<file path="config.mk">
export PLATFORM = sky130hd
export DESIGN_NAME = conv_mac_seq
export DESIGN_NICKNAME = d
export VERILOG_FILES = /design/src/rtl/conv_mac_seq.sv
export SDC_FILE = /design/constraint.sdc
export NUM_CORES = 1
export LEC_CHECK = 0
export CORE_MARGIN = 2
export CORE_UTILIZATION = 24
export DETAILED_ROUTE_END_ITERATION = 12
export GPL_TIMING_DRIVEN = 0
export MAX_ROUTING_LAYER = met4
export SLEW_MARGIN = 10
export SYNTH_ARGS = -nofsm -noshare
export SYNTH_HDL_FRONTEND = slang
export SYNTH_SLANG_ARGS = --single-unit
</file>
<file path="constraint.sdc">
create_clock -name clk -period 3.15 [get_ports clk]
set_input_delay 0.63 -clock clk [delete_from_list [all_inputs] [get_ports clk]]
set_output_delay 0.63 -clock clk [all_outputs]
set_load 0.02 [all_outputs]
</file>
<file path="src/rtl/conv_mac_seq.sv">
// Sequencer driving one two-stage mac unit through a valid-mode 1-D convolution.
// Optional stall counter port enabled by defining CONV_MAC_SEQ_STALL_CNT_EN.
module conv_mac_seq #(
  parameter int N = 16,
  parameter int M = 4,
  localparam int YN = N - M + 1,
  localparam int XW = (N > 1) ? $clog2(N) : 1,
  localparam int FW = (M > 1) ? $clog2(M) : 1,
  localparam int YW = (YN > 1) ? $clog2(YN) : 1
) (
  input  logic          clk,
  input  logic          reset,
  input  logic          start,
  output logic          busy,
  output logic          done,
  output logic [XW-1:0] x_addr,
  output logic [FW-1:0] f_addr,
  output logic          en_mult_reg,
  output logic          en_adder_reg,
  output logic          reset_accum,
  output logic          y_valid,
  input  logic          y_ready,
`ifdef CONV_MAC_SEQ_STALL_CNT_EN
  output logic [15:0]   stall_cnt,
`endif
  output logic [YW-1:0] y_addr
);

  typedef enum logic [2:0] {
    S_IDLE,
    S_CLR,
    S_RUN,
    S_DRAIN,
    S_OUT,
    S_DONE
  } state_t;

  state_t          state_q, state_d;
  logic [FW-1:0]   tap_q, tap_d;
  logic [YW-1:0]   y_idx_q, y_idx_d;
  logic            drain_q, drain_d;
  logic            run_vld_p1_q, run_vld_p2_q;

  always_ff @(posedge clk) begin
    if (reset) begin
      state_q      <= S_IDLE;
      tap_q        <= '0;
      y_idx_q      <= '0;
      drain_q      <= 1'b0;
      run_vld_p1_q <= 1'b0;
      run_vld_p2_q <= 1'b0;
    end else begin
      state_q      <= state_d;
      tap_q        <= tap_d;
      y_idx_q      <= y_idx_d;
      drain_q      <= drain_d;
      // stage boundary: RUN address cycle -> read data / multiply -> accumulate
      run_vld_p1_q <= (state_q == S_RUN);
      run_vld_p2_q <= run_vld_p1_q;
    end
  end

  always_comb begin
    state_d      = state_q;
    tap_d        = tap_q;
    y_idx_d      = y_idx_q;
    drain_d      = drain_q;
    busy         = (state_q != S_IDLE);
    done         = 1'b0;
    x_addr       = '0;
    f_addr       = '0;
    reset_accum  = 1'b0;
    y_valid      = 1'b0;
    y_addr       = y_idx_q;
    en_mult_reg  = run_vld_p1_q;
    en_adder_reg = run_vld_p2_q;
    case (state_q)
      S_IDLE: begin
        if (start) state_d = S_CLR;
      end
      S_CLR: begin
        reset_accum = 1'b1;
        tap_d       = '0;
        state_d     = S_RUN;
      end
      S_RUN: begin
        // y_idx + tap never exceeds N-1, so no wrap handling is needed
        x_addr = XW'(y_idx_q) + XW'(tap_q);
        f_addr = tap_q;
        if (tap_q == FW'(M - 1)) begin
          drain_d = 1'b0;
          state_d = S_DRAIN;
        end else begin
          tap_d = tap_q + FW'(1);
        end
      end
      S_DRAIN: begin
        if (drain_q) state_d = S_OUT;
        else         drain_d = 1'b1;
      end
      S_OUT: begin
        y_valid = 1'b1;
        if (y_ready) begin
          if (y_idx_q == YW'(N - M)) begin
            state_d = S_DONE;
          end else begin
            y_idx_d = y_idx_q + YW'(1);
            state_d = S_CLR;
          end
        end
      end
      S_DONE: begin
        done    = 1'b1;
        y_idx_d = '0;
        state_d = S_IDLE;
      end
      default: state_d = S_IDLE;
    endcase
  end

`ifdef CONV_MAC_SEQ_STALL_CNT_EN
  logic [15:0] stall_q;

  always_ff @(posedge clk) begin
    if (reset) begin
      stall_q <= '0;
    end else if (state_q == S_IDLE && start) begin
      stall_q <= '0;
    end else if (y_valid && !y_ready && stall_q != 16'hFFFF) begin
      stall_q <= stall_q + 16'd1;
    end
  end

  assign stall_cnt = stall_q;
`endif

endmodule

</file>
==> results of run 1 <==
## metrics by stage
stage / util, % / instance area, um2 / instances / hold slack [ns]
global route: 34.3 / 1050 / 158 / 0.483
detailed placement: 33.5 / 1030 / 155 / 0.459
finish: 34.3 / 1050 / 158 / 0.467
CTS: 34.3 / 1050 / 158 / 0.473
floorplan: - / 787 / 92 / 0.500
global placement: 33.5 / 1030 / 155 / 0.444
## logic make-up after synthesis
kind of cell	count (synthesis)	synth area share, %
simple gates	44	32.6
compound gates	17	15.1
flops	12	30.5
buf+inv	8	5.25
fa+ha+maj	6	10.5
mux	3	3.82
xor+xnor	2	2.23
## per-layer routing
layer / vias up / global-route usage [%] / part of all wire (%)
li1: 365 / - / -
met2: 28 / 16.9 / 46
met3: 2 / 1.89 / 4.4
met5: - / - / 0
met4: 0 / 4.66 / 1.1
met1: 317 / 14.0 / 48
## how the worst max path moves through the flow
stage	start	to	slack [ns]	cells past startpoint
2_1_floorplan	y_addr[0]	x_addr[2]	0.94	5
3_3_place_gp	y_addr[0]	x_addr[2]	0.59	6
3_5_place_dp	y_addr[0]	x_addr[2]	0.57	6
4_1_cts	y_addr[0]	x_addr[2]	0.26	6
5_1_grt	y_addr[0]	x_addr[2]	0.15	6
6_report	y_addr[0]	x_addr[2]	0.28	6
## layout by cell type (no fill, tap or decap), types with 4 or more instances in the layout
cell type / count
dfxtp_1: 12
nor2_1: 17
ha_1: 5
a21oi_1: 5
clkdlybuf4s50_1: 19
inv_1: 4
nor2b_1: 6
o21ai_0: 4
## power groups by stage
stage	registers, uW	clock network, uW	logic, uW
final	165	92.9	68.0
after global routing	166	104	75.9
after CTS	165	100	68.5
after detailed placement	168	0	68.1
after global placement	168	0	67.3
after floorplan	168	0	44.6
## Yosys cell counts (2+ instances only)
| cell type | count | area, um2 |
|---|---|---|
| nand2b_1 | 3 | 18.8 |
| dfxtp_1 | 12 | 240 |
| o21ai_0 | 4 | 20.0 |
| clkbuf_1 | 2 | 7.51 |
| nor2b_1 | 6 | 37.5 |
| a21oi_1 | 5 | 25.0 |
| ha_1 | 5 | 62.6 |
| mux2i_1 | 3 | 30.0 |
| a2bb2oi_1 | 3 | 26.3 |
| nand2_1 | 2 | 7.51 |
| nand3_1 | 3 | 15.0 |
| and2_1 | 2 | 12.5 |
| inv_1 | 4 | 15.0 |
| nor2_1 | 17 | 63.8 |
## final cells by class
| type | instances | share of cell area, % |
|---|---|---|
| timing repair buffer | 19 | 18.0 |
| multi-input combinational | 72 | 47.9 |
| inverter | 4 | 1.42 |
| clock buffer | 3 | 2.14 |
| buffer | 4 | 2.49 |
| sequential | 12 | 22.8 |
| tap | 44 | 5.22 |
## worst max-delay path: cells and delay by family, from the launching register on
kind	cells	cell delay [ns]
buffers and inverters	2	0.66
adders and majority gates	2	0.60
DFF	1	0.48
xor gates and xnor gates	1	0.15
and+or+nand+nor	1	0.09
==> key figures, run 1 <==
Route
  – 1st-iter DRT viols: 11
  – Antenna viol nets, final: 0
  – Via count: 712
  – Routed WL: 1780 um
  – Via/cell ratio: 4.51
  – First-pass iteration count of the detailed router: 4
  – DRC errors left: 0
  – Drt wl/cell: 11.2 um

Clock network
  – H-Tree Level Count: 1
  – Clk Latency, worst-skew pair: 0.27 ns
  – Root Buffer: clkbuf_4
  – CTS buffer count: 3
  – Post-CTS Setup Inserts: 0
  – Post-CTS sizing: 0
  – CTS tree: done
  – Post-CTS Hold Buffers: 0
  – CTS clk-pin slew, worst paths: 0.07 ns
  – Clock sink count: 12
  – Maximum clock path buffer count: 2

Run status
  – Run status: complete, no violations

Die
  – Area of the core: 0.00308 mm2
  – Die height: 61.3 um
  – Cell Rows: 20
  – Top Ports: 20
  – Initial cell density of the core: 25.6%
  – Die width: 61.3 um
  – Die ar.: 0.00375 mm2

Worst hold path
  – Endpoint, Worst Hold: en_adder_reg
  – Hold Crit Class: flop to flop
  – Hold path depth: 1
  – Hold_sp: en_mult_reg

Setup path
  – Crit path largest cell delay: 0.60 ns
  – Cell Chain, Critical Path: ha_1, inv_1, fa_1, xor2_1, nor2_1, clkdlybuf4s50_1
  – Worst r2r src: y_addr[1]
  – Crit path DAT: 2.24 ns
  – Kind of end point of the critical path: output port
  – Reg-to-reg slack, setup: 1.52 ns
  – Startpoint Class: flop
  – R2R cell count: 6
  – Crit path max fanout: 7
  – CP required: 2.52 ns
  – Worst path slowest cell: clkdlybuf4s50_1
  – FF-to-FF End: y_addr[1]
  – Worst setup path category: flop to output port

Synthesis
  – Mapped Cells: 92
  – Synth async-reset ratio: 0%
  – Mapped Area: 787 um2
  – Mean Syn Cell Area: 8.55 um2
  – Synth unique cells: 35
  – YS warnings: 0
  – #FFs+latches synth: 12
  – Seq/Total Area, Yosys: 30.5%
  – EDFF count, synth: 0
  – Synth Flop Type: dfxtp_1
  – Net Count, Synth: 102

STA
  – Worst-Margin Slew: 0.481 ns
  – TNS Setup: 0 ns
  – Worst rel slew slack: 67.9%
  – Setup ws final: 0.279 ns
  – Fmax: 0.348 GHz
  – Final setup violation count: 0
  – Fin crit period: 2.87 ns
  – Layout Skew: 0.00189 ns
  – Final Cycle Share: 91.1%
  – Slew Limit Fails: 0
  – Final Hold Viols: 0
  – Unrepaired setup endpoints after global routing: false

Pwr
  – Psw: 89.9 uW
  – Max VDD drop: 0.0837 mV
  – Internal power: 236 uW
  – Clock power share: 28.5%
  – Final Power: 325 uW
  – Sequential Power Share: 50.6%
  – Sw frac: 27.6%
  – Comb pwr share: 20.9%
  – P_leak: 0.000384 uW
  – PwrDens: 309 mW/mm2

Global routing
  – First-pass GRT wire length: 2950 um
  – Vias in the first global route: 654
  – Grt ovf: 0
  – Pin count of the biggest net entering global routing: 11
  – Initial antenna violation count: 0
  – Gr usage total: 10.9%

Finish
  – Fillers: 329
  – Area of the multi-input gates: 505 um2
  – Antenna Cells: 0
  – Layout Nets: 126
  – FF+latch area: 240 um2
  – Max reg flops: 4
  – Synth-to-layout area growth: 34.0%
  – Layout cell share with drive strength beyond 1: 8.77%

Placed design
  – Pre-CTS setup slack: 0.568 ns
  – Port bufs: 19
  – Placer Congestion: 0.798
  – Post-DP HPWL: 1360 um

Run
  – Max_cap viols: 0
No activity file was read; power rests on OpenSTA's default activity.
==> run 2: changes to the inputs <==
Settings changed: CTS_CLUSTER_SIZE from default to 30, SKIP_CTS_REPAIR_TIMING from default to 1.
==> results of run 2 <==
The final DEF is identical to that of run 1; final timing and power are the same.
==> run 3: changes to the inputs <==
Settings changed: SETUP_SLACK_MARGIN from default to 0.2, SKIP_LAST_GASP from default to 1.
==> key figures, run 3 (synthesis gave the netlist of run 1 again) <==
Pwr
  – P_leak: 0.000385 uW (+0.13%)
  – Sequential Power Share: 50.7% (about the same)
  – PwrDens: 308 mW/mm2 (-0.31%)
  – Final Power: 325 uW (-0.19%)
  – Psw: 89.3 uW (-0.70%)
  – Internal power: 236 uW (about the same)
  – Clock power share: 28.5% (about the same)
  – Sw frac: 27.5% (-0.14 points)
  – Comb pwr share: 20.9% (about the same)
  – Max VDD drop: 0.0837 mV (about the same)

Route
  – Via/cell ratio: 4.51 (+0.14%)
  – Met2 wire length: 823 um (+0.61%)
  – Top Metal Used: met4
  – 1st-iter DRT viols: 10 (-1)
  – Routed WL: 1770 um (-0.17%)
  – Antenna viol nets, final: 0 (unchanged)
  – First-pass iteration count of the detailed router: 4 (unchanged)
  – M1 WL: 858 um (-0.12%)
  – Via count: 713 (+0.14%)
  – Drt wl/cell: 11.2 um (-0.17%)
  – Wire length on met3: 71 um (-9.0%)
  – DRC errors left: 0 (unchanged)

STA
  – Fmax: 0.357 GHz (+2.3%)
  – Fin crit period: 2.81 ns (-0.0655 ns)
  – Worst-Margin Slew: 0.471 ns (-0.00967 ns)
  – Worst rel slew slack: 68.6% (+0.64 points)
  – Unrepaired setup endpoints after global routing: false
  – Final Hold Viols: 0 (unchanged)
  – TNS Setup: 0 ns (unchanged)
  – Final setup violation count: 0 (unchanged)
  – Hold slack: 0.467 ns (unchanged)
  – Final Cycle Share: 89.0% (-2.1 points)
  – Layout Skew: 0.00106 ns (-0.000828 ns)
  – Slew Limit Fails: 0 (unchanged)

Die
  – Die ar.: 0.00375 mm2 (unchanged)
  – Cell Rows: 20 (unchanged)
  – Die height: 61.3 um (unchanged)
  – Top Ports: 20 (unchanged)
  – Initial cell density of the core: 25.6% (unchanged)
  – Die width: 61.3 um (unchanged)
  – Area of the core: 0.00308 mm2 (unchanged)

Placed design
  – Post-DP HPWL: 1360 um (unchanged)
  – Placed Cells: 155 (unchanged)
  – Placer Congestion: 0.798 (unchanged)
  – Port bufs: 19 (unchanged)

Finish
  – Final Non-Filler Cells: 158 (unchanged)
  – FF+latch area: 241 um2 (+0.52%)
  – Most common cell after layout, fill and taps aside: clkdlybuf4s50_1
  – Most frequent cells in the layout: clkdlybuf4s50_1, nor2_1, dfxtp_1
  – Layout cell share with drive strength beyond 1: 9.65% (+0.88 points)
  – Max reg flops: 4 (unchanged)
  – Fillers: 333 (+1.2%)
  – Layout Nets: 126 (unchanged)
  – Area of the multi-input gates: 505 um2 (unchanged)
  – Synth-to-layout area growth: 34.2%
  – Antenna Cells: 0 (unchanged)

Global routing
  – Pin count of the biggest net entering global routing: 11 (unchanged)
  – First-pass GRT wire length: 2950 um (unchanged)
  – Gr usage total: 10.9% (unchanged)
  – Grt ovf: 0 (unchanged)
  – Initial antenna violation count: 0 (unchanged)
  – Vias in the first global route: 654 (unchanged)

Run status
  – Run status: complete, no violations

Clock network
  – CTS clk-pin slew, worst paths: 0.07 ns (about the same)
  – Clk Latency, worst-skew pair: 0.27 ns (about the same)
  – H-Tree Level Count: 1 (unchanged)
  – Clock sink count: 12 (unchanged)
  – Root Buffer: clkbuf_4
  – CTS buffer count: 3 (unchanged)
  – Maximum clock path buffer count: 2 (unchanged)
  – CTS tree: done

Setup path
  – Crit path DAT: 2.18 ns (-0.06 ns)
  – Worst Setup SP: tap_q[0]
  – Worst r2r src: y_addr[1]
  – Startpoint Class: flop
  – CP required: 2.52 ns (about the same)
  – Worst setup path category: flop to output port
  – Kind of end point of the critical path: output port
  – Crit path max fanout: 6 (-1)

Worst hold path
  – Hold Crit Class: flop to flop
  – Hold_sp: en_mult_reg

Run
  – Max_cap viols: 0 (unchanged)
## run 3: cell counts in the layout (fill, tap and decap cells not counted)
No cell type changed its count.
## run 3: power by group through the flow
stage	logic, uW	registers (uW)	clock network (uW)
floorplan	44.6	168	0
global placement	67.3	168	0
detailed placement	68.1	168	0
CTS	68.5	165	100
global route	75.9	166	104
finish	67.8	165	92.5
## run 3: final timing paths
path,slack (ns),depth (start not counted),end
worst max-delay path,0.34,6,x_addr[2]
worst min-delay path,0.47,1,en_adder_reg
worst max register to register,1.52,6,y_addr[1]
worst min register to register,0.47,1,en_adder_reg
## run 3: stage by stage
stage	setup WS, ns	instance area [um2]	utilization [%]
floorplan	0.944	787	-
global placement	0.588	1030	33.5
detailed placement	0.568	1030	33.5
CTS	0.261	1050	34.3
global route	0.230	1060	34.3
finish	0.345	1060	34.3
## run 3: critical path: stages (launching register included)
cell,delay [ns]
dfxtp_1,0.43
ha_1,0.20
inv_1,0.06
fa_1,0.38
xor2_1,0.15
nor2_1,0.09
clkdlybuf4s50_1,0.60
## run 3: routing by layer
metal,GRT usage [%],up-vias
li1,-,366
met2,16.9,26
met3,1.89,2
met5,-,-
met1,14.0,319
met4,4.66,0
## run 3: cell type report
| class | count | area share [%] |
|---|---|---|
| inverter | 4 | 1.42 |
| timing repair buffer | 19 | 18.0 |
| buffer | 4 | 2.49 |
| clock buffer | 3 | 2.13 |
| tap | 44 | 5.21 |
| sequential | 12 | 22.9 |
| multi-input combinational | 72 | 47.9 |
